[config.mk]
export PLATFORM = sky130hd
export DESIGN_NAME = mcu_bus_master
export DESIGN_NICKNAME = d
export VERILOG_FILES = /design/src/rtl/mcu_bus_pkg.sv /design/src/rtl/mcu_bus_phase_timer.sv /design/src/rtl/mcu_bus_master.sv
export SDC_FILE = /design/constraint.sdc
export NUM_CORES = 1
export LEC_CHECK = 0
export CORE_UTILIZATION = 53
export DETAILED_ROUTE_END_ITERATION = 10
export MAX_ROUTING_LAYER = met4
export PLACE_DENSITY = 0.95
export SLEW_MARGIN = 20
export SYNTH_ARGS = -nofsm -noshare
export SYNTH_HDL_FRONTEND = slang
export SYNTH_HIERARCHICAL = 1
export SYNTH_SLANG_ARGS = --single-unit
[constraint.sdc]
create_clock -name clk -period 4.2 [get_ports clk]
set_input_delay 0.42 -clock clk [delete_from_list [all_inputs] [get_ports clk]]
set_output_delay 0.42 -clock clk [all_outputs]
set_load 0.01 [all_outputs]
[src/rtl/mcu_bus_pkg.sv]
// Shared definitions for the MCU bus master: FSM states, default phase
// timings and the register addresses and readback values used with the
// register-file responder.
package mcu_bus_pkg;

    typedef enum logic [2:0] {
        ST_IDLE,
        ST_ADDR,
        ST_SETUP,
        ST_STROBE,
        ST_HOLD,
        ST_RECOVER
    } bus_state_t;

    localparam int DEF_ALE_CYCLES     = 3;
    localparam int DEF_SETUP_CYCLES   = 2;
    localparam int DEF_STROBE_CYCLES  = 4;
    localparam int DEF_HOLD_CYCLES    = 2;
    localparam int DEF_RECOVER_CYCLES = 1;
    localparam int DEF_WAIT_TIMEOUT   = 64;

    // Value the responder returns for addresses it does not decode
    localparam logic [7:0] UNMAPPED_RDATA = 8'hC9;

    localparam logic [7:0] REG_TEST   = 8'hFF;
    localparam logic [7:0] REG_FAULT  = 8'h08;
    localparam logic [7:0] REG_KICKER = 8'h21;

    // Phase counters run N-1 down to 0, so a phase lasts exactly N clocks
    function automatic logic [7:0] phase_load(input int cycles);
        return 8'(cycles - 1);
    endfunction

endpackage

[src/rtl/mcu_bus_phase_timer.sv]
// 8-bit loadable down-counter. A load takes priority; otherwise the count
// decrements and parks at zero. zero flags the final cycle of a phase.
module mcu_bus_phase_timer (
    input  logic       clk,
    input  logic       rst_n,
    input  logic       load,
    input  logic [7:0] load_value,
    output logic       zero
);

    logic [7:0] count;

    // Load on phase entry, then count down to zero and hold there
    always_ff @(posedge clk or negedge rst_n) begin
        if (!rst_n) begin
            count <= 8'd0;
        end else if (load) begin
            count <= load_value;
        end else if (count != 8'd0) begin
            count <= count - 8'd1;
        end
    end

    assign zero = (count == 8'd0);

endmodule

[src/rtl/mcu_bus_master.sv]
// Initiator for the 8-bit multiplexed address/data MCU bus. Converts a
// command/response stream into ADDR/SETUP/STROBE/HOLD/RECOVER bus cycles.
// Optional build macro MCU_BUS_WAIT_EN enables responder wait extension
// with a timeout; without it wait_n is ignored and rsp_err stays 0.
import mcu_bus_pkg::*;

module mcu_bus_master #(
    parameter int ALE_CYCLES     = DEF_ALE_CYCLES,
    parameter int SETUP_CYCLES   = DEF_SETUP_CYCLES,
    parameter int STROBE_CYCLES  = DEF_STROBE_CYCLES,
    parameter int HOLD_CYCLES    = DEF_HOLD_CYCLES,
    parameter int RECOVER_CYCLES = DEF_RECOVER_CYCLES,
    parameter int WAIT_TIMEOUT   = DEF_WAIT_TIMEOUT
) (
    input  logic       clk,
    input  logic       rst_n,
    input  logic       cmd_valid,
    output logic       cmd_ready,
    input  logic       cmd_write,
    input  logic [7:0] cmd_addr,
    input  logic [7:0] cmd_wdata,
    output logic       rsp_valid,
    output logic [7:0] rsp_rdata,
    output logic       rsp_err,
    output logic       ale_n,
    output logic       rd_n,
    output logic       wr_n,
    output logic [7:0] ad_out,
    output logic       ad_oe,
    input  logic [7:0] ad_in,
    input  logic       wait_n
);

    bus_state_t state;
    logic       lat_write;
    logic [7:0] lat_addr;
    logic [7:0] lat_wdata;

    logic       accept;
    logic       timer_load;
    logic [7:0] timer_value;
    logic       timer_zero;
    logic       wait_ok;
    logic       extending;
    logic       extend_start;
    logic       strobe_exit;
    logic       strobe_err;

    mcu_bus_phase_timer u_timer (
        .clk        (clk),
        .rst_n      (rst_n),
        .load       (timer_load),
        .load_value (timer_value),
        .zero       (timer_zero)
    );

`ifdef MCU_BUS_WAIT_EN
    logic [1:0] wait_sync;

    // Two-flop synchronizer for the responder's asynchronous wait line
    always_ff @(posedge clk or negedge rst_n) begin
        if (!rst_n) begin
            wait_sync <= 2'b11;
        end else begin
            wait_sync <= {wait_sync[0], wait_n};
        end
    end

    assign wait_ok = wait_sync[1];

    // Marks that STROBE has run past its nominal length and the timer now counts the timeout
    always_ff @(posedge clk or negedge rst_n) begin
        if (!rst_n) begin
            extending <= 1'b0;
        end else if (extend_start) begin
            extending <= 1'b1;
        end else if (state != ST_STROBE) begin
            extending <= 1'b0;
        end
    end
`else
    logic unused_wait;
    assign wait_ok     = 1'b1;
    assign extending   = 1'b0;
    assign unused_wait = wait_n | (WAIT_TIMEOUT == 0);
`endif

    assign accept       = cmd_valid && cmd_ready;
    assign extend_start = (state == ST_STROBE) && !extending && timer_zero && !wait_ok;
    assign strobe_exit  = (state == ST_STROBE) &&
                          (extending ? (wait_ok || timer_zero) : (timer_zero && wait_ok));
    // Leaving an extension while wait is still asserted means the timeout expired
    assign strobe_err   = extending && !wait_ok;

    // Reload the phase timer on every state entry, and when STROBE starts its extension
    always_comb begin
        timer_load  = 1'b0;
        timer_value = 8'd0;
        case (state)
            ST_IDLE: if (accept) begin
                timer_load  = 1'b1;
                timer_value = phase_load(ALE_CYCLES);
            end
            ST_ADDR: if (timer_zero) begin
                timer_load  = 1'b1;
                timer_value = phase_load(SETUP_CYCLES);
            end
            ST_SETUP: if (timer_zero) begin
                timer_load  = 1'b1;
                timer_value = phase_load(STROBE_CYCLES);
            end
            ST_STROBE: if (strobe_exit) begin
                timer_load  = 1'b1;
                timer_value = phase_load(HOLD_CYCLES);
            end else if (extend_start) begin
                timer_load  = 1'b1;
                timer_value = phase_load(WAIT_TIMEOUT);
            end
            ST_HOLD: if (timer_zero) begin
                timer_load  = 1'b1;
                timer_value = phase_load(RECOVER_CYCLES);
            end
            default: begin
                timer_load  = 1'b0;
                timer_value = 8'd0;
            end
        endcase
    end

    // Bus cycle sequencer; every output is registered and set on entry to its state
    always_ff @(posedge clk or negedge rst_n) begin
        if (!rst_n) begin
            state     <= ST_IDLE;
            cmd_ready <= 1'b0;
            rsp_valid <= 1'b0;
            rsp_rdata <= 8'h00;
            rsp_err   <= 1'b0;
            ale_n     <= 1'b1;
            rd_n      <= 1'b1;
            wr_n      <= 1'b1;
            ad_out    <= 8'h00;
            ad_oe     <= 1'b0;
            lat_write <= 1'b0;
            lat_addr  <= 8'h00;
            lat_wdata <= 8'h00;
        end else begin
            rsp_valid <= 1'b0;
            case (state)
                ST_IDLE: begin
                    cmd_ready <= 1'b1;
                    if (accept) begin
                        cmd_ready <= 1'b0;
                        lat_write <= cmd_write;
                        lat_addr  <= cmd_addr;
                        lat_wdata <= cmd_wdata;
                        ale_n     <= 1'b0;
                        ad_oe     <= 1'b1;
                        ad_out    <= cmd_addr;
                        state     <= ST_ADDR;
                    end
                end
                ST_ADDR: if (timer_zero) begin
                    ale_n <= 1'b1;
                    ad_oe <= lat_write;
                    if (lat_write) begin
                        ad_out <= lat_wdata;
                    end
                    state <= ST_SETUP;
                end
                ST_SETUP: if (timer_zero) begin
                    wr_n  <= !lat_write;
                    rd_n  <= lat_write;
                    ad_oe <= lat_write;
                    state <= ST_STROBE;
                end
                ST_STROBE: if (strobe_exit) begin
                    wr_n    <= 1'b1;
                    rd_n    <= 1'b1;
                    rsp_err <= strobe_err;
                    if (strobe_err) begin
                        rsp_rdata <= 8'h00;
                    end else if (!lat_write) begin
                        rsp_rdata <= ad_in;
                    end
                    state <= ST_HOLD;
                end
                ST_HOLD: if (timer_zero) begin
                    ad_oe     <= 1'b0;
                    rsp_valid <= 1'b1;
                    state     <= ST_RECOVER;
                end
                ST_RECOVER: if (timer_zero) begin
                    cmd_ready <= 1'b1;
                    state     <= ST_IDLE;
                end
                default: state <= ST_IDLE;
            endcase
        end
    end

endmodule

Yosys cells after proc, flatten, opt, wreduce, memory -nomap -nowiden
Index checks and enable logic that the tools add are counted.
Cells by class
  equal/unequal tests: 13
  add/sub/neg operators: 1
  bitwise operators: 1
  shift-type cells: 0
  muxes and demuxes: 36
  divide/modulo/power cells: 0
  reductions and logical operators: 21
  multipliers: 0
  order comparisons: 0
Operators by type and width (number)
  $mux 8: 5
  $mux 3: 6
  $pmux 3 s6: 1
  $pmux 8 s2: 1
  $mux 1: 14
  $ne 2x2->1 const B: 7
  $reduce_and 3->1: 3
  $logic_not 8->1: 1
  $pmux 1 s2: 4
  $pmux 2 s4: 1
  $reduce_and 4->1: 2
  $reduce_bool 2->1: 4
  $reduce_bool 8->1: 1
  $sub 8x1->8 const B: 1
  $eq 3x2->1 const B: 2
  $eq 3x3->1 const B: 2
  $pmux 1 s3: 2
  $reduce_and 6->1: 1
  $mux 2: 2
  $reduce_and 2->1: 2
  $eq 3x1->1 const B: 1
  $logic_not 3->1: 1
  $reduce_bool 3->1: 1
  $reduce_or 3->1: 1
  other kinds (5): 6
Word-level totals
  word-level logic and storage cells: 84
  memory bits (writable): 0
  memories kept: 0
  register bits: 42
  latch bits: 0
  bits in read-only memories: 0
  output and inout bits: 23
  input bits: 29

Longest topological paths before layout
Gate-level depths: netlist (run 1).
  word-level depth: 5
  depth in mapped cells: 11

Cells and area by module
The synthesis (run 1) kept the hierarchy.
Modules (own cells, without submodules)
  mcu_bus_master: cells an instance 123, instances 1, area an instance 1601.5 µm²
  mcu_bus_phase_timer: cells an instance 54, instances 1, area an instance 488.0 µm²

Worst setup path before layout (run 1)
No wires, ideal clock.
  path type: flip-flop to flip-flop
  start: register u_timer.count[3]
  end: register u_timer.count[5]
  slack: 1.443 ns
  stages on the path, launching flop included: 10
  data required time: 4.096 ns
  path buffers: 3
  data arrival time: 2.653 ns
  cells stage by stage: dfrtp_1 > buf_6 > or4_4 > nor3_1 > buf_2 > inv_1 > o21ai_0 > inv_1 > clkbuf_1 > a221oi_1
On the way
  longest elaborated chain between the ends: 5
RTL lines
  start, declared: line mcu_bus_phase_timer.sv:11  | logic [7:0] count;
  start signal, assigned: line mcu_bus_phase_timer.sv:18  | count <= load_value;
  start signal, assigned: line mcu_bus_phase_timer.sv:20  | count <= count - 8'd1;
  $logic_not 8->1 (*): line mcu_bus_phase_timer.sv:24  | assign zero = (count == 8'd0);
  named net timer_zero: line mcu_bus_master.sv:42  | logic timer_zero;
  $logic_and 1x1->1: line mcu_bus_master.sv:90  | assign strobe_exit = (state == ST_STROBE) &&
  $mux 1: line mcu_bus_master.sv:112  | ST_STROBE: if (strobe_exit) begin
  $pmux 1 s3 (*): line mcu_bus_master.sv:99  | case (state)
  named net timer_load: line mcu_bus_master.sv:40  | logic timer_load;
  $mux 8 or $reduce_bool 2->1 (tied branches)
Mark *: on every way through the listed nets, which the timed path passes. The rest lies on a longest branch. The select of a mux whose other input is x is not followed.
A chain may end at the register's enable or synchronous reset.

Final worst setup path (run 1)
  start: register u_timer.count[3]
  end: register u_timer.count[0]
The elaborated chain is that of the path after synthesis.

==> results.toml, run 1 <==
[timing]
maxClockFrequency_mhz = 338
worst-slew-pin-transition_ns = 0.913
min_period_ns = 2.96
largest_clock_skew_in_the_final_design_ns = 0.00569
finalHoldViolations = 0
final_max_slew_violation_count = 0
hold_ws_ns = 0.252
tns_ns = 0
post-route-period-util_pct = 70.5
grt_setup_unrepaired = "no"
final_setup_vio_count = 0
max_slew_margin_pct = 39.1

[finish]
layout-area-overhead-vs-synth_pct = 28.5
instances_no_fill = 278
drive_gt1_share_pct = 22.2
final_nets = 259
multi_input_comb_area_um2 = 963
nFillCells = 260
antenna-diode-count = 0
final-seq-area_um2 = 1050

[clock_network]
post_cts_resize_count = 0
maximum_clock_insertion_buffer_count = 2
tritoncts = "built"
cts_buffer_count = 5
clock_tree.root_cell = "sky130_fd_sc_hd__clkbuf_8"
worst_skew_late_latency_ns = 0.29
clock_sinks = 42
hold_buffers_post_cts = 0
cts.clk_slew.worst_paths_ns = 0.08
post-cts-setup-buffers = 0
htree_num_levels = 2

[place]
finalWeightedCongestion = 0.847
detailed_place_hpwl_mm = 2.81
portBuffers = 49
placed_cells_incl_taps = 270

[worst_setup_path]
number_of_cells_on_the_worst_reg_to_reg_path = 7
regToRegStartpoint = "u_timer/count[3]"
critical_path_required_ns = 4.39
timing.reg2reg.setup_slack_ns = 1.24
worstPathArrival_ns = 3.15
path_max_fanout = 13
worstSetupPathType = "register to register"
crit_end_category = "register"
worstReg2RegEnd = "u_timer/count[0]"
critPathLaunchType = "register"

[global_route]
antenna_found_initial = 0
grt_max_degree = 43
grtUsageTotal_pct = 22.6
grt_overflow_total = 0
grt_pass1_wl_mm = 6.93
first_global_vias = 1483

[routing]
antenna_left = 0
dr.pass1.iters = 4
totalWireLength_mm = 4.14
vias_per_cell = 5.46
routed-via-count = 1518
routedWlPerCell_um = 14.9
detail_route.iter0.violations = 129
drc_errors = 0

[logic_synthesis]
postSynthCellCount = 177
seq_area_frac_synth_pct = 50.5
ys_async_rst_share_pct = 100
most_frequent_cells_after_synthesis = "sky130_fd_sc_hd__dfrtp_1 (39), sky130_fd_sc_hd__mux2_2 (26), sky130_fd_sc_hd__nor2_1 (11), sky130_fd_sc_hd__o21ai_0 (8)"
ys_dominant_reg_cell = "sky130_fd_sc_hd__dfrtp_1"
post_synth.cell_area_avg_um2 = 11.8
synth-edff-count = 0
ys_ff_latch = 42
synth.top_cells.by_area = "sky130_fd_sc_hd__dfrtp_1 (47%), sky130_fd_sc_hd__mux2_2 (14%), sky130_fd_sc_hd__mux2_4 (5.0%)"
synth_area_um2 = 2090
yosysUniqueCellTypes = 47
post-synth-top-area-fraction_pct = 46.7
ys_warn_count = 6
synth_most_common_cell = "sky130_fd_sc_hd__dfrtp_1"
yosys.area.top_type = "sky130_fd_sc_hd__dfrtp_1"

[floorplanning]
die_h_um = 64.8
placement_rows = 22
die_width_um = 64.8
io-pin-count = 52
die_area_um2 = 4200
core_region_area_um2 = 3720
initial_core_util_pct = 56.2

[pwr]
p_per_area_nw_per_um2 = 570
p_total_mw = 1.53
p_leak_nw = 1.17
max-vdd-ir-drop_uv = 339

[status]
run_status = "completed"

[min_path]
hp-class = "input pin to asynchronous set/reset pin"

[flow_run]
max_capacitance_violation_total = 0
## registers in the layout, indices dropped and copies added, names as in the netlist
name	cells
ad_out	8
lat_wdata	8
rsp_rdata	8
u_timer/count	8
state	3
ad_oe	1
ale_n	1
cmd_ready	1
lat_write	1
rd_n	1
rsp_valid	1
wr_n	1
## worst max-delay path by stage
stage,slack (ns),startpoint,end,cells after the start
floorplan,1.44,u_timer/count[3],u_timer/count[5],9
global placement,1.26,u_timer/count[3],u_timer/count[0],7
detailed placement,1.24,u_timer/count[3],u_timer/count[0],7
CTS,1.23,u_timer/count[3],u_timer/count[0],7
global route,1.03,u_timer/count[3],u_timer/count[0],7
finish,1.24,u_timer/count[3],u_timer/count[0],7
## stage by stage
stage	area (um2)	util (%)	setup slack, ns
after floorplan	2110	-	1.44
after global placement	2590	69.8	1.26
after detailed placement	2590	69.8	1.24
after CTS	2690	72.3	1.23
after global routing	2690	72.3	1.03
final	2690	72.3	1.24
## layer usage
metal	share of wire (%)	GRT usage (%)
met2	51	34.2
met4	0.65	6.94
met5	0	-
met1	43	29.3
met3	4.8	6.34
## critical path: stages (launching register included)
cell and delay [ns]:
sky130_fd_sc_hd__dfrtp_1 0.48, sky130_fd_sc_hd__or4_4 0.60, sky130_fd_sc_hd__nor3_1 0.15, sky130_fd_sc_hd__buf_4 0.22, sky130_fd_sc_hd__inv_1 0.08, sky130_fd_sc_hd__o21ai_0 0.60
sky130_fd_sc_hd__inv_1 0.37, sky130_fd_sc_hd__o221a_2 0.37
## report_power, final
group	total, mW	internal [mW]	switching [mW]
registers	0.711	0.558	0.153
clock network	0.269	0.133	0.136
logic	0.550	0.348	0.202
## logic make-up (layout without fill, tap and decap cells)
group	Yosys count	count (layout)	share of synthesized area, %
AOI/OAI and AO/OA	35	35	11.4
xor gates and xnor gates	4	4	1.68
adders and majority gates	1	1	0.599
buffers and inverters	17	64	4.49
DFF	42	42	50.5
muxes	34	34	19.5
other	1	7	0.179
and+or+nand+nor	43	43	11.6
## cell usage in the layout (no fill, tap or decap), drive strengths merged, types with 4 or more instances in the layout
cell type	instances
clkbuf	7
nor3	6
conb	7
mux2	33
dfrtp	39
o31ai	5
a21oi	6
nand3b	4
o21ai	8
inv	6
nand2	7
nor2	11
clkdlybuf4s50	48
## final cells by class
class | instances | area share (%)
clock buffer | 7 | 3.22
clock inverter | 1 | 0.186
multi-input combinational | 124 | 35.9
timing repair buffer | 50 | 18.4
sequential | 42 | 39.3
inverter | 6 | 0.839
tap | 48 | 2.24
Note: power is estimated with default switching activity, not from simulation.
==> run 2: changes to the inputs <==
Settings changed: CORE_UTILIZATION 53 to 49, PLACE_DENSITY 0.95 to 0.91.
Clock period 4.2 ns to 2.9 ns, I/O delays scaled along.
==> results.toml, run 2 (synthesized netlist as in run 1, its figures left out) <==
[status]
run_status = "completed"

[floorplanning]
die_h_um = 67.3
die_width_um = 67.3
die_area_um2 = 4530
io-pin-count = 52
core_region_area_um2 = 4060
initial_core_util_pct = 51.5
placement_rows = 23

[timing]
worst-slew-pin-transition_ns = 0.903
final_setup_vio_count = 0
final_max_slew_violation_count = 0
max_slew_margin_pct = 39.8
maxClockFrequency_mhz = 405
grt_setup_unrepaired = "no"
min_period_ns = 2.47
tns_ns = 0
finalHoldViolations = 0
post-route-period-util_pct = 85.2
largest_clock_skew_in_the_final_design_ns = 0.00494

[clock_network]
cts_buffer_count = 5
tritoncts = "built"
maximum_clock_insertion_buffer_count = 2
post_cts_resize_count = 0
worst_skew_late_latency_ns = 0.29
clock_sinks = 42
cts.clk_slew.worst_paths_ns = 0.08
hold_buffers_post_cts = 0
post-cts-setup-buffers = 0
htree_num_levels = 2
clock_tree.root_cell = "sky130_fd_sc_hd__clkbuf_8"

[place]
portBuffers = 49
placed_area_um2 = 2620
finalWeightedCongestion = 0.858
detailed_place_hpwl_mm = 2.69
placed_cells_incl_taps = 275

[min_path]
hp-class = "input pin to asynchronous set/reset pin"

[pwr]
p_per_area_nw_per_um2 = 817
max-vdd-ir-drop_uv = 589
p_total_mw = 2.22
p_leak_nw = 1.18

[global_route]
first_global_vias = 1389
grt_max_degree = 43
grt_overflow_total = 0
antenna_found_initial = 0
grtUsageTotal_pct = 21.0
grt_pass1_wl_mm = 6.78

[worst_setup_path]
worstSetupPathType = "register to register"
worstPathArrival_ns = 2.65
path_max_fanout = 13
crit_end_category = "register"
critical_path_required_ns = 3.08
worstPathCellList = "or4_4 -> nor3_1 -> buf_4 -> nand3_1 -> a21boi_2 -> mux2_2"
max_stage_delay_ns = 0.59
critPathLaunchType = "register"
worst_path_max_delay_cell = "sky130_fd_sc_hd__or4_4"

[finish]
antenna-diode-count = 0
final_nets = 262
fin_area_um2 = 2710
layout.cells.most_common = "sky130_fd_sc_hd__clkdlybuf4s50_1"
instances_no_fill = 283
drive_gt1_share_pct = 23.6
layout_common_cells = "sky130_fd_sc_hd__clkdlybuf4s50_1 (48), sky130_fd_sc_hd__dfrtp_1 (39), sky130_fd_sc_hd__mux2_2 (26)"
nFillCells = 302
layout-area-overhead-vs-synth_pct = 29.9

[routing]
detail_route.iter0.violations = 86
routed-via-count = 1499
dr.pass1.iters = 4
drc_errors = 0
routedWlPerCell_um = 14.2
vias_per_cell = 5.30
totalWireLength_mm = 4.01
antenna_left = 0

[flow_run]
max_capacitance_violation_total = 0
[run 2: cell types whose count changed in the layout (fill, tap and decap cells not counted), sizes merged]
cell / before / now
buf: 2 / 5
clkbuf: 7 / 6
clkinvlp: 0 / 1
[run 2: area by class of cell]
cell class / instances / area (um2) / share of cell area [%]
timing repair buffer: 53 / 515 / 19.0
multi-input combinational: 124 / 963 / 35.5
clock inverter: 2 / 12.5 / 0.461
clock buffer: 6 / 82.6 / 3.04
tap: 50 / 62.6 / 2.31
inverter: 6 / 22.5 / 0.830
sequential: 42 / 1050 / 38.9
[run 2: critical path: cells and delay by family (launching register included)]
| kind | cells | cell delay (ns) |
|---|---|---|
| muxes | 1 | 0.39 |
| buffers and inverters | 1 | 0.23 |
| DFF | 1 | 0.48 |
| AOI/OAI and AO/OA | 1 | 0.41 |
| and+or+nand+nor | 3 | 0.85 |
[run 2: metal layers]
metal  part of all wire, %  wire length (um)  vias to the layer above  global-route usage [%]
li1                      -                 -                      739                       -
met1                    44              1760                      726                    28.1
met2                    51              2030                       28                    30.6
met3                   3.8               152                        6                    4.22
met4                   1.6                64                        0                    9.31
met5                     0                 0                        -                       -
[run 2: per-stage QoR]
step                utilization (%)  hold WS (ns)  setup WS [ns]
finish                         66.9         0.119          0.430
global route                   66.9         0.198          0.301
CTS                            66.9         0.157          0.415
detailed placement             64.5         0.476          0.430
global placement               64.5         0.475          0.447
floorplan                         -      -0.00559          0.143
[run 2: power by group]
group,internal [mW],switching [mW]
clock network,0.191,0.198
logic,0.508,0.308
registers,0.808,0.205
total,1.51,0.710
[run 2: path summary, 6_finish.rpt]
| check | start | endpoint | slack [ns] | cells after the start |
|---|---|---|---|---|
| max | u_timer/count[3] | ad_out[6] | 0.43 | 6 |
| min | rst_n | lat_wdata[4] | 0.12 | 1 |
| max reg2reg | u_timer/count[3] | ad_out[6] | 0.43 | 6 |
| min reg2reg | rd_n | rd_n | 0.48 | 2 |
| max in group asynchronous | rst_n | state[0] | 2.21 | 1 |
| min in group clk | rd_n | rd_n | 0.48 | 2 |
